File: src/rtl/serial_adder_pkg.sv
// Shared state encoding and default width for the bit-serial adder.
// Pure declarations: no logic, no latency, no flow control.
package serial_adder_pkg;

    localparam int WIDTH_DEF = 8;

    typedef enum logic [1:0] {
        IDLE = 2'b00,
        RUN  = 2'b01,
        DONE = 2'b10
    } state_t;

endpackage

File: src/rtl/fa_bit.sv
// One-bit full adder made of two half-adder stages; purely combinational.
// Zero latency, no flow control.
module fa_bit (
    input  logic a,
    input  logic b,
    input  logic cin,
    output logic sum,
    output logic carry
);

    logic ha0_sum;
    logic ha0_carry;
    logic ha1_carry;

    assign ha0_sum   = a ^ b;
    assign ha0_carry = a & b;
    assign sum       = ha0_sum ^ cin;
    assign ha1_carry = ha0_sum & cin;
    assign carry     = ha0_carry | ha1_carry;

endmodule

File: src/rtl/serial_adder.sv
// Bit-serial adder: one result bit per cycle, done pulses WIDTH+1 edges after start.
// start is ignored while busy; the result holds until the next accepted start.
module serial_adder
    import serial_adder_pkg::*;
#(
    parameter int WIDTH = WIDTH_DEF
) (
    input  logic             clk,
    input  logic             rst,
    input  logic             start,
    input  logic [WIDTH-1:0] a,
    input  logic [WIDTH-1:0] b,
    output logic             busy,
    output logic             done,
    output logic [WIDTH-1:0] sum,
    output logic             carry
);

    localparam int CW = $clog2(WIDTH + 1);
    localparam logic [CW-1:0] LAST_CNT = CW'(WIDTH - 1);

    state_t           state;
    state_t           state_nxt;
    logic [WIDTH-1:0] a_sh;
    logic [WIDTH-1:0] b_sh;
    logic [WIDTH-1:0] sum_sh;
    logic             carry_q;
    logic [CW-1:0]    cnt;
    logic             fa_sum;
    logic             fa_carry;
    logic             load;
    logic             step;

    fa_bit u_fa (
        .a     (a_sh[0]),
        .b     (b_sh[0]),
        .cin   (carry_q),
        .sum   (fa_sum),
        .carry (fa_carry)
    );

    always_ff @(posedge clk or posedge rst) begin
        if (rst) begin
            state <= IDLE;
        end else begin
            state <= state_nxt;
        end
    end

    always_comb begin
        state_nxt = state;
        busy      = 1'b0;
        done      = 1'b0;
        load      = 1'b0;
        step      = 1'b0;
        case (state)
            IDLE: begin
                if (start) begin
                    load      = 1'b1;
                    state_nxt = RUN;
                end
            end
            RUN: begin
                busy = 1'b1;
                step = 1'b1;
                if (cnt == LAST_CNT) begin
                    state_nxt = DONE;
                end
            end
            DONE: begin
                done = 1'b1;
                if (start) begin
                    load      = 1'b1;
                    state_nxt = RUN;
                end else begin
                    state_nxt = IDLE;
                end
            end
            default: state_nxt = IDLE;
        endcase
    end

    // Sum bits enter at the MSB so the first (LSB) result bit lands at bit 0 after WIDTH steps.
    always_ff @(posedge clk or posedge rst) begin
        if (rst) begin
            a_sh    <= '0;
            b_sh    <= '0;
            sum_sh  <= '0;
            carry_q <= 1'b0;
            cnt     <= '0;
        end else if (load) begin
            a_sh    <= a;
            b_sh    <= b;
            carry_q <= 1'b0;
            cnt     <= '0;
        end else if (step) begin
            a_sh    <= {1'b0, a_sh[WIDTH-1:1]};
            b_sh    <= {1'b0, b_sh[WIDTH-1:1]};
            sum_sh  <= {fa_sum, sum_sh[WIDTH-1:1]};
            carry_q <= fa_carry;
            cnt     <= cnt + CW'(1);
        end
    end

    assign sum   = sum_sh;
    assign carry = carry_q;

endmodule

File: config.mk
export PLATFORM = sky130hd
export DESIGN_NAME = serial_adder
export DESIGN_NICKNAME = d
export VERILOG_FILES = /design/src/rtl/serial_adder_pkg.sv /design/src/rtl/fa_bit.sv /design/src/rtl/serial_adder.sv
export SDC_FILE = /design/constraint.sdc
export NUM_CORES = 1
export LEC_CHECK = 0
export BUFFER_PORTS_ARGS = -buffer_cell sky130_fd_sc_hd__buf_4
export CELL_PAD_IN_SITES_DETAIL_PLACEMENT = 1
export CELL_PAD_IN_SITES_GLOBAL_PLACEMENT = 1
export CORE_ASPECT_RATIO = 1.25
export CORE_MARGIN = 3
export CORE_UTILIZATION = 39
export DETAILED_ROUTE_END_ITERATION = 7
export PLACE_DENSITY = 0.84
export REMOVE_ABC_BUFFERS = 1
export SYNTH_ARGS = -nofsm -noshare
export SYNTH_HDL_FRONTEND = slang
export SYNTH_SLANG_ARGS = --single-unit
File: constraint.sdc
create_clock -name clk -period 1.6 [get_ports clk]
set_input_delay 0 -clock clk [delete_from_list [all_inputs] [get_ports clk]]
set_output_delay 0 -clock clk [all_outputs]
set_load 0.02 [all_outputs]
Word level (Yosys, flattened, before mapping)
Cells that the tools add are included.
{"block": "classes", "n_addsub": 1, "n_eq_ne": 5, "mux": 16, "bitwise_logic": 6, "n_reduce_logical": 5}
{"operator": "8-bit 2-to-1 mux", "count": 4}
{"operator": "4-bit 2-to-1 mux", "count": 2}
{"operator": "1-bit 2-to-1 mux", "count": 7}
{"operator": "2-bit one-hot mux with 3 select lines", "count": 1}
{"operator": "4-bit by 1-bit adder with 4-bit output (second input constant)", "count": 1}
{"operator": "4-bit by 3-bit == test with 1-bit output (second input constant)", "count": 1}
{"operator": "2-bit 2-to-1 mux", "count": 2}
{"operator": "2-bit inequality test (second input constant)", "count": 2}
{"operator": "2-bit AND reduction", "count": 2}
{"operator": "1-bit AND", "count": 2}
{"operator": "2-bit by 1-bit == test with 1-bit output (second input constant)", "count": 1}
{"operator": "2-bit == test (second input constant)", "count": 1}
{"operator": "2-bit logical NOT", "count": 1}
{"operator": "2-bit nonzero test", "count": 1}
{"operator": "2-bit OR reduction", "count": 1}
{"operator": "1-bit XOR", "count": 2}
{"operator": "1-bit inverter", "count": 1}
{"operator": "1-bit OR", "count": 1}
{"block": "word_totals", "regBits": 31, "out_inout_bits": 11, "word_cells": 39}

Depth between registers and ports, before layout
Gate-level depths: netlist of the first run.
{"block": "logic_depth", "ltp_word": 5, "ltp_mapped": 7, "ltp_nobuf": 4}

Cells and area by module
A second synthesis of the first run with hierarchy kept.
{"block": "unflattened", "cells_unflattened": 143, "area_unflattened_um2": 1367.6}
{"module": "serial_adder", "instances": 1, "cells_each": 142, "area_each_um2": 1347.5, "seq_area_each_um2": 775.7}
{"module": "fa_bit", "instances": 1, "cells_each": 1, "area_each_um2": 20.0, "seq_area_each_um2": 0.0}

Least setup slack after synthesis of the first run
No wires, ideal clock.
{"block": "synth_timing", "kind": "flip-flop to flip-flop", "startpoint": "reg carry_q (netlist: carry)", "endpoint": "reg sum_sh[7] (netlist: sum[7])", "setup_ns": 0.126, "arrival_ns": 1.124, "required_time_ns": 1.474, "path_slack_ns": 0.350, "stages_incl_launch_ff": 4, "n_path_buf": 0, "path_cell_list": "dfrtp_1 inv_1 fa_1 o21ai_0"}
{"block": "synth_via", "elab_chain_len": 1}
{"item": "start: declaration", "line": "serial_adder.sv:27", "source": "logic carry_q;"}
{"item": "start signal: assignment", "line": "serial_adder.sv:100", "source": "carry_q <= fa_carry;"}
{"item": "1-bit XOR", "line": "fa_bit.sv:17", "source": "assign sum = ha0_sum ^ cin;"}
{"item": "end signal: assignment", "line": "serial_adder.sv:99", "source": "sum_sh <= {fa_sum, sum_sh[WIDTH-1:1]};"}
{"item": "end: declaration", "line": "serial_adder.sv:26", "source": "logic [WIDTH-1:0] sum_sh;"}
Every way passes these cells.
A chain may end at the register's enable or synchronous reset.

Worst setup path after layout of the first run
{"block": "layout_timing", "startpoint": "reg state[0]", "endpoint": "reg cnt[2]"}
{"block": "layout_via", "elab_chain_len": 4, "elab_cells_between_ends": 8, "classes_between": "eq/ne (2); mux (3); reduce/logical (3)"}
{"item": "start: declaration", "line": "serial_adder.sv:22", "source": "state_t state;"}
{"item": "start signal: assignment", "line": "serial_adder.sv:46", "source": "state <= state_nxt;"}
{"item": "2-bit == test or 2-bit logical NOT (tied branches)", "line": "serial_adder.sv:56", "source": "case (state)"}
{"item": "2-bit OR reduction (no source line)"}
{"item": "1-bit 2-to-1 mux"}
{"item": "4-bit 2-to-1 mux or 2-bit nonzero test (tied branches)"}
{"item": "end signal: assignment", "line": "serial_adder.sv:101", "source": "cnt <= cnt + CW'(1);"}
{"item": "end: declaration", "line": "serial_adder.sv:28", "source": "logic [CW-1:0] cnt;"}
Parallel ways exist; a longest one is shown, timed or not.

==> PnR_summary.wiki, run 1 <==
{| class="wikitable"
! Metric !! Value
|-
| Endpoints failing setup || 0
|-
| Count of distinct cell types in the synthesized netlist || 26
|-
| Async S/R FF share, synth || 100%
|-
| Power per cell area || 1930 nW/um^2
|-
| Hold violation count in the final report || 0
|-
| Ports || 30
|-
| Number of instances in the synthesized netlist || 138
|-
| Final-stage net count || 206
|-
| Post-synthesis instance area || 1340 um^2
|-
| Maximum level of the CTS H-tree || 2
|-
| Highest fanout seen on the critical path || 27
|-
| Min-delay src || a[0]
|-
| Reported net switching power || 0.00138 W
|-
| Input/output buffers || 29
|-
| Number of cells upsized or downsized after cts || 0
|-
| Number of global-route vias before repair || 1213
|-
| Clock tree buffer depth || 2
|-
| Total Power Consumption || 0.00354 W
|-
| Clock buffer count from CTS || 5
|-
| Leakage power total || 0.901 nW
|-
| Minimum clock period || 1390 ps
|-
| Root Buffer || sky130_fd_sc_hd__clkbuf_8
|-
| Router iterations before antenna repair || 4
|-
| Mean post-synth cell area || 9.70 um^2
|-
| Global-route total usage across every layer || 17.8%
|-
| Int Power || 0.00216 W
|-
| Fraction of final layout cells sized beyond drive strength 1 || 23.7%
|-
| Number of register bits inferred by synthesis || 31
|-
| Worst setup slack for register-to-register paths || 210 ps
|-
| Post-detailed-routing wire length || 3310 um
|-
| Crit path from || state[0]
|-
| Setup total negative slack || 0 ps
|-
| Largest net degree at the start of global routing || 32
|-
| Chip Width || 58.4 um
|-
| Element type at the critical path end || flip-flop
|-
| Proportion of synthesized chip area in sequential cells || 57.9%
|-
| Worst Reg-to-Reg Cells || 4
|-
| Antenna violations before repair || 0
|-
| Switching part of the total || 39.0%
|-
| Fin crit share || 86.9%
|-
| Outcome || finished clean
|-
| Worst endpoint data arrival time || 1600 ps
|-
| Critical Setup Path Class || reg2reg
|-
| Startpoint of the most critical register-to-register path || state[0]
|-
| 1st-iter DRT viols || 28
|-
| Height of the chip || 71.5 um
|-
| Unrepaired setup endpoints after global routing || no
|-
| Critical path startpoint category || flip-flop
|-
| Post-synth top flop || sky130_fd_sc_hd__dfrtp_1
|-
| Upper clock frequency limit || 719 MHz
|-
| Worst R2R End || cnt[2]
|-
| Worst VDD drop || 983 uV
|-
| Flop pwr share || 38.7%
|-
| Layout Skew || 2.46 ps
|-
| Max-cap violations || 0
|-
| Remaining max-slew budget at the tightest pin || 70.9%
|-
| Latest clock arrival within the worst-skew pair || 280 ps
|-
| Placed cell areas || 1590 um^2
|-
| Starting Density || 41.2%
|-
| Cell area after layout || 1840 um^2
|-
| Number of vias per cell after detailed routing || 5.22
|-
| Proportion of power drawn by combinational gates || 42.3%
|-
| Antenna-violating nets left || 0
|-
| Setup WS post-layout || 210 ps
|-
| Clock share of power || 18.9%
|-
| Global-route wire length before repair || 5640 um
|-
| CTS clk-pin slew, worst paths || 60 ps
|-
| DPL Wire Length || 2100 um
|-
| Number of buffers added for setup after CTS || 0
|-
| Count of yosys warnings during synthesis || 0
|-
| Final Wtd Congestion || 0.769
|-
| Hold Path End || a_sh[0]
|-
| Depth of the worst hold-timing path || 3
|-
| Filler cell count || 381
|-
| Worst slack after detailed placement || 218 ps
|-
| Core ar. || 3250 um^2
|-
| Clock tree from TritonCTS || yes
|-
| Wire length per cell after detailed routing || 14.8 um
|-
| Number of enable-type register cells in the synthesized netlist || 0
|-
| P&R area growth vs syn || 37.1%
|-
| Antenna fix cells || 0
|-
| Vias || 1165
|-
| Global route total overflow || 0
|-
| Count of standard-cell rows || 23
|-
| Total count of max-transition violations in the final report || 0
|-
| Slew of the pin with the lowest slew margin || 436 ps
|-
| Drt drc || 0
|-
| Die ar. || 4180 um^2
|-
| Number of sinks on the clock net || 31
|-
| Class of the most critical hold timing path || in2reg
|-
| Critical path required time || 1810 ps
|}
## state kept, by name, indices dropped and copies added (netlist names)
| signal | cells |
|---|---|
| sum | 8 |
| a_sh | 8 |
| carry | 1 |
| cnt | 4 |
| b_sh | 8 |
| state | 2 |
## logic make-up (layout without fill, tap and decap cells)
group | count (synthesis) | count (layout) | synth area share [%]
AO/OA/AOI/OAI | 22 | 22 | 10.8
adder cells (fa/ha/maj) | 2 | 2 | 2.43
buffers and inverters | 15 | 63 | 6.07
flip-flops | 31 | 31 | 57.9
multiplexers | 3 | 3 | 2.34
AND/OR/NAND/NOR | 65 | 65 | 20.4
## through the flow
stage	instances	hold slack (ps)	util, %
6_report	223	13.1	56.4
3_3_place_gp	200	107	48.7
5_1_grt	223	21.2	56.4
3_5_place_dp	200	115	48.7
4_1_cts	223	6.52	56.4
2_1_floorplan	128	104	-
## power groups by stage
| stage | Combinational [W] | Sequential (W) | Clock [W] |
|---|---|---|---|
| after global routing | 0.00166 | 0.00143 | 0.000716 |
| after global placement | 0.00139 | 0.00136 | 0 |
| after detailed placement | 0.00147 | 0.00138 | 0 |
| final | 0.00150 | 0.00137 | 0.000670 |
| after floorplan | 0.000832 | 0.00144 | 0 |
| after CTS | 0.00151 | 0.00137 | 0.000689 |
## worst max-delay path by stage
stage	end	depth (start not counted)	slack, ps
detailed placement	cnt[2]	4	220
floorplan	b_sh[0]	3	-190
global route	cnt[2]	4	110
finish	cnt[2]	4	210
CTS	cnt[2]	4	200
global placement	cnt[2]	4	280
## layer usage
| metal | up-vias | part of all wire (%) | track usage, % |
|---|---|---|---|
| met5 | - | 0 | 0 |
| met4 | 0 | 1.5 | 6.19 |
| met3 | 7 | 4.6 | 5.23 |
| met2 | 27 | 54 | 30.2 |
| met1 | 575 | 40 | 21.2 |
| li1 | 556 | - | - |
## Yosys cell counts, types with 2 or more instances
| cell type | n | area, um^2 |
|---|---|---|
| sky130_fd_sc_hd__inv_1 | 4 | 15.0 |
| sky130_fd_sc_hd__buf_6 | 2 | 22.5 |
| sky130_fd_sc_hd__a22oi_1 | 5 | 37.5 |
| sky130_fd_sc_hd__dfrtp_1 | 31 | 776 |
| sky130_fd_sc_hd__nand2_1 | 39 | 146 |
| sky130_fd_sc_hd__a31oi_1 | 2 | 12.5 |
| sky130_fd_sc_hd__a21oi_1 | 3 | 15.0 |
| sky130_fd_sc_hd__mux2i_1 | 2 | 20.0 |
| sky130_fd_sc_hd__o21ai_0 | 3 | 15.0 |
| sky130_fd_sc_hd__clkbuf_1 | 2 | 7.51 |
| sky130_fd_sc_hd__nand2b_1 | 2 | 12.5 |
| sky130_fd_sc_hd__o22ai_1 | 6 | 37.5 |
| sky130_fd_sc_hd__nor2b_1 | 2 | 12.5 |
| sky130_fd_sc_hd__nor2_1 | 8 | 30.0 |
| sky130_fd_sc_hd__buf_2 | 5 | 25.0 |
| sky130_fd_sc_hd__nand3_1 | 6 | 30.0 |
| sky130_fd_sc_hd__nor3_1 | 7 | 35.0 |
## layout make-up
cell class                 instances  area, um^2  share of cell area (%)
multi-input combinational         92         482                    26.2
timing repair buffer              50         413                    22.5
sequential                        31         776                    42.3
tap                               37        46.3                    2.52
inverter                           5        18.8                    1.02
clock buffer                       8         100                    5.45
## worst max-delay path: stages, from the launching register on
cell	delay, ps
sky130_fd_sc_hd__dfrtp_1	400
sky130_fd_sc_hd__nand2b_1	120
sky130_fd_sc_hd__buf_4	300
sky130_fd_sc_hd__mux2_2	370
sky130_fd_sc_hd__mux2i_1	120
## what timing repair did
item                                    in CTS  in global routing
hold buffers                                15                  0
hold endpoints to repair                    45                  0
endpoints found under the setup margin       0                  0
## placed cells by master (no fill, tap or decap), types with 2 or more instances in the layout
cell	n
sky130_fd_sc_hd__a21oi_1	3
sky130_fd_sc_hd__o22ai_1	6
sky130_fd_sc_hd__nand2b_1	2
sky130_fd_sc_hd__mux2i_1	2
sky130_fd_sc_hd__nor2_1	8
sky130_fd_sc_hd__nor2b_1	2
sky130_fd_sc_hd__buf_4	35
sky130_fd_sc_hd__clkbuf_8	7
sky130_fd_sc_hd__o21ai_0	3
sky130_fd_sc_hd__dlygate4sd3_1	15
sky130_fd_sc_hd__nor3_1	7
sky130_fd_sc_hd__a22oi_1	5
sky130_fd_sc_hd__nand2_1	39
sky130_fd_sc_hd__dfrtp_1	31
sky130_fd_sc_hd__nand3_1	6
sky130_fd_sc_hd__inv_1	4
sky130_fd_sc_hd__a31oi_1	2
No activity file was read; power rests on OpenSTA's default activity.
==> inputs of run 2 (changes only) <==
- CAP_MARGIN: default -> 5
- CORE_MARGIN: 3 -> 1
- CORE_UTILIZATION: 39 -> 36
- PLACE_DENSITY: 0.84 -> 0.82
- clock period: 1.6 -> 1.2 ns (I/O delays scaled with it)
==> run 2 against run 1 <==
  * Critical endpoint unchanged
  * Sequential share of layout area down 3.7 points
  * Via count up 5.6%
  * The flow now finishes with violations (setup timing)
  * Critical path type unchanged
  * Routed wire length up 31%
  * Fmax up 15%
  * Clock-buffer cell count down 2
  * Setup slack worse by 220 ps
  * Register-to-register slack worse by 220 ps
  * Sequential cell count unchanged
==> PnR_summary.wiki, run 2 (same netlist as run 1, synthesis figures left out) <==
{| class="wikitable"
! Metric !! Value
|-
| Hold violation count in the final report || 0 (unchanged)
|-
| Count of non-filler cells in the finished layout || 236 (+5.8%)
|-
| Height of the chip || 70.2 um (-1.9%)
|-
| Class of the most critical hold timing path || in2reg
|-
| Worst VDD drop || 1390 uV (+41%)
|-
| Unrepaired setup endpoints after global routing || yes
|-
| CTS clk-pin slew, worst paths || 70 ps (about the same)
|-
| Upper clock frequency limit || 825 MHz (+15%)
|-
| Most common library cell in the layout ignoring fill and taps || sky130_fd_sc_hd__buf_4
|-
| Number of sinks on the clock net || 31 (unchanged)
|-
| Critical path startpoint category || flip-flop
|-
| Clock buffer count from CTS || 5 (unchanged)
|-
| Antenna-violating nets left || 0 (unchanged)
|-
| Root Buffer || sky130_fd_sc_hd__clkbuf_8
|-
| Die ar. || 3970 um^2 (-5.0%)
|-
| Largest net degree at the start of global routing || 32 (unchanged)
|-
| Remaining max-slew budget at the tightest pin || 72.5% (+1.7 points)
|-
| Number of vias per cell after detailed routing || 5.21 (-0.24%)
|-
| Commonest cells after routing, fill and taps aside || 39 x sky130_fd_sc_hd__buf_4, 38 x sky130_fd_sc_hd__nand2_1, 30 x sky130_fd_sc_hd__dfrtp_1, 17 x sky130_fd_sc_hd__dlygate4sd3_1, 7 x sky130_fd_sc_hd__nor2_1
|-
| Highest fanout seen on the critical path || 7 (-74%)
|-
| Slew of the pin with the lowest slew margin || 412 ps (-23.9 ps)
|-
| Worst R2R End || cnt[2]
|-
| Critical Setup Path Class || reg2reg
|-
| Setup WS post-layout || -11.8 ps (-222 ps)
|-
| Number of global-route vias before repair || 1382 (+14%)
|-
| Total count of max-transition violations in the final report || 0 (unchanged)
|-
| Power per cell area || 2650 nW/um^2 (+38%)
|-
| Post-detailed-routing wire length || 4320 um (+31%)
|-
| 1st-iter DRT viols || 36 (+29%)
|-
| Latest clock arrival within the worst-skew pair || 290 ps (about the same)
|-
| Global route total overflow || 0 (unchanged)
|-
| Fin crit share || 101% (+14 points)
|-
| Starting Density || 38.1% (-3.1 points)
|-
| Outcome || finished with violations
|-
| Number of cells on the critical path || 4 (unchanged)
|-
| Critical path required time || 1390 ps (-420 ps)
|-
| Chip Width || 56.5 um (-3.2%)
|-
| Last element of the critical path || cnt[2]
|-
| DPL Wire Length || 2310 um (+10%)
|-
| Crit path max-delay cell type || sky130_fd_sc_hd__dfrtp_2
|-
| Wire length per cell after detailed routing || 18.3 um (+23%)
|-
| Bufs and invs on worst path || 1 (unchanged)
|-
| Count of standard-cell rows || 24 (+4.3%)
|-
| Max-cap violations || 0 (unchanged)
|-
| Dpl cells || 207 (+3.5%)
|-
| Filler cell count || 391 (+2.6%)
|-
| Clock tree buffer depth || 2 (unchanged)
|-
| Clock tree from TritonCTS || yes
|-
| Maximum level of the CTS H-tree || 2 (unchanged)
|-
| Core ar. || 3510 um^2 (+8.0%)
|-
| Worst Reg-to-Reg Cells || 4 (unchanged)
|-
| Highest cell delay on the worst timing path || 420 ps (+20 ps)
|-
| Layout Skew || 7.98 ps (+5.52 ps)
|-
| Leakage power total || 0.976 nW (+8.3%)
|-
| Endpoints failing setup || 1 (+1)
|-
| Router iterations before antenna repair || 4 (unchanged)
|-
| Final-stage net count || 218 (+5.8%)
|-
| Fraction of final layout cells sized beyond drive strength 1 || 35.0% (+11 points)
|-
| Global-route wire length before repair || 6640 um (+18%)
|-
| Ports || 30 (unchanged)
|-
| Worst setup slack for register-to-register paths || -10 ps (-220 ps)
|-
| P&R area growth vs syn || 50.5%
|-
| Largest delay contributor family on the critical path || multiplexers
|-
| Final Wtd Congestion || 0.769 (about the same)
|-
| Antenna violations before repair || 0 (unchanged)
|-
| Element type at the critical path end || flip-flop
|-
| Total Power Consumption || 0.00535 W (+51%)
|-
| Worst endpoint data arrival time || 1400 ps (-200 ps)
|-
| Global-route total usage across every layer || 23.2% (+5.4 points)
|-
| Antenna fix cells || 0 (unchanged)
|-
| Input/output buffers || 29 (unchanged)
|-
| Crit path from || state[0]
|-
| Vias || 1230 (+5.6%)
|-
| Minimum clock period || 1210 ps (-178 ps)
|-
| Violations in the final reports || setup timing
|-
| Worst path cell trace || nor2b_1, buf_4, mux2_2, mux2i_1
|-
| Drt drc || 0 (unchanged)
|-
| Startpoint of the most critical register-to-register path || state[0]
|}
## run 2: how the worst min path moves through the flow
stage | end | cells after the start | slack [ps] | from
2_1_floorplan | a_sh[0] | 1 | 100 | rst
3_3_place_gp | sum[0] | 3 | 100 | rst
3_5_place_dp | sum[2] | 3 | 120 | rst
4_1_cts | state[0] | 4 | 160 | start
5_1_grt | state[0] | 4 | 170 | start
6_report | state[0] | 4 | 150 | start
## run 2: what timing repair did
action | 4_1_cts | 5_1_grt
hold endpoints to repair | 47 | 0
endpoints found under the setup margin | 18 | 18
hold buffers | 17 | 0
buffers inserted | 3 | 2
gates resized for setup | 7 | 17
pin swaps | 0 | 4
## run 2: per-stage QoR
stage	setup WS, ps	area (um^2)	util [%]	hold slack, ps	TNS [ps]
after global placement	9.10	1630	46.3	105	0
after CTS	-11.4	1930	54.9	156	-11.4
final	-11.8	2010	57.3	146	-11.8
after floorplan	-593	1280	-	104	-12480
after global routing	-42.4	2010	57.3	171	-245
after detailed placement	-90.1	1630	46.3	120	-752
## run 2: layout make-up
cell class	instances	area [um^2]	area share, %
clock buffers	6	82.6	4.10
repair buffers	62	534	26.5
inverters	5	21.3	1.06
multi-input cells	92	546	27.1
flip-flops and latches	31	777	38.6
clock inverters	1	5.00	0.248
well taps	39	48.8	2.42
## run 2: layer usage
metal | GRT usage (%) | part of all wire, %
met3 | 6.30 | 3.4
met4 | 12.5 | 3.3
met2 | 43.4 | 57
met1 | 22.4 | 37
met5 | 0 | 0
## run 2: where the power goes
part | internal (W) | switching (W) | leakage [nW]
Combinational | 0.00119 | 0.00142 | 0.544
Clock | 0.000449 | 0.000401 | 0.0470
Sequential | 0.00152 | 0.000361 | 0.385
Total | 0.00316 | 0.00219 | 0.976
## run 2: worst register-to-register path, delay by kind of cell (launching register included)
family,cells,cell delay (ps)
buffers and inverters,1,160
flip-flops,1,420
multiplexers,2,460
AND/OR/NAND/NOR,1,60
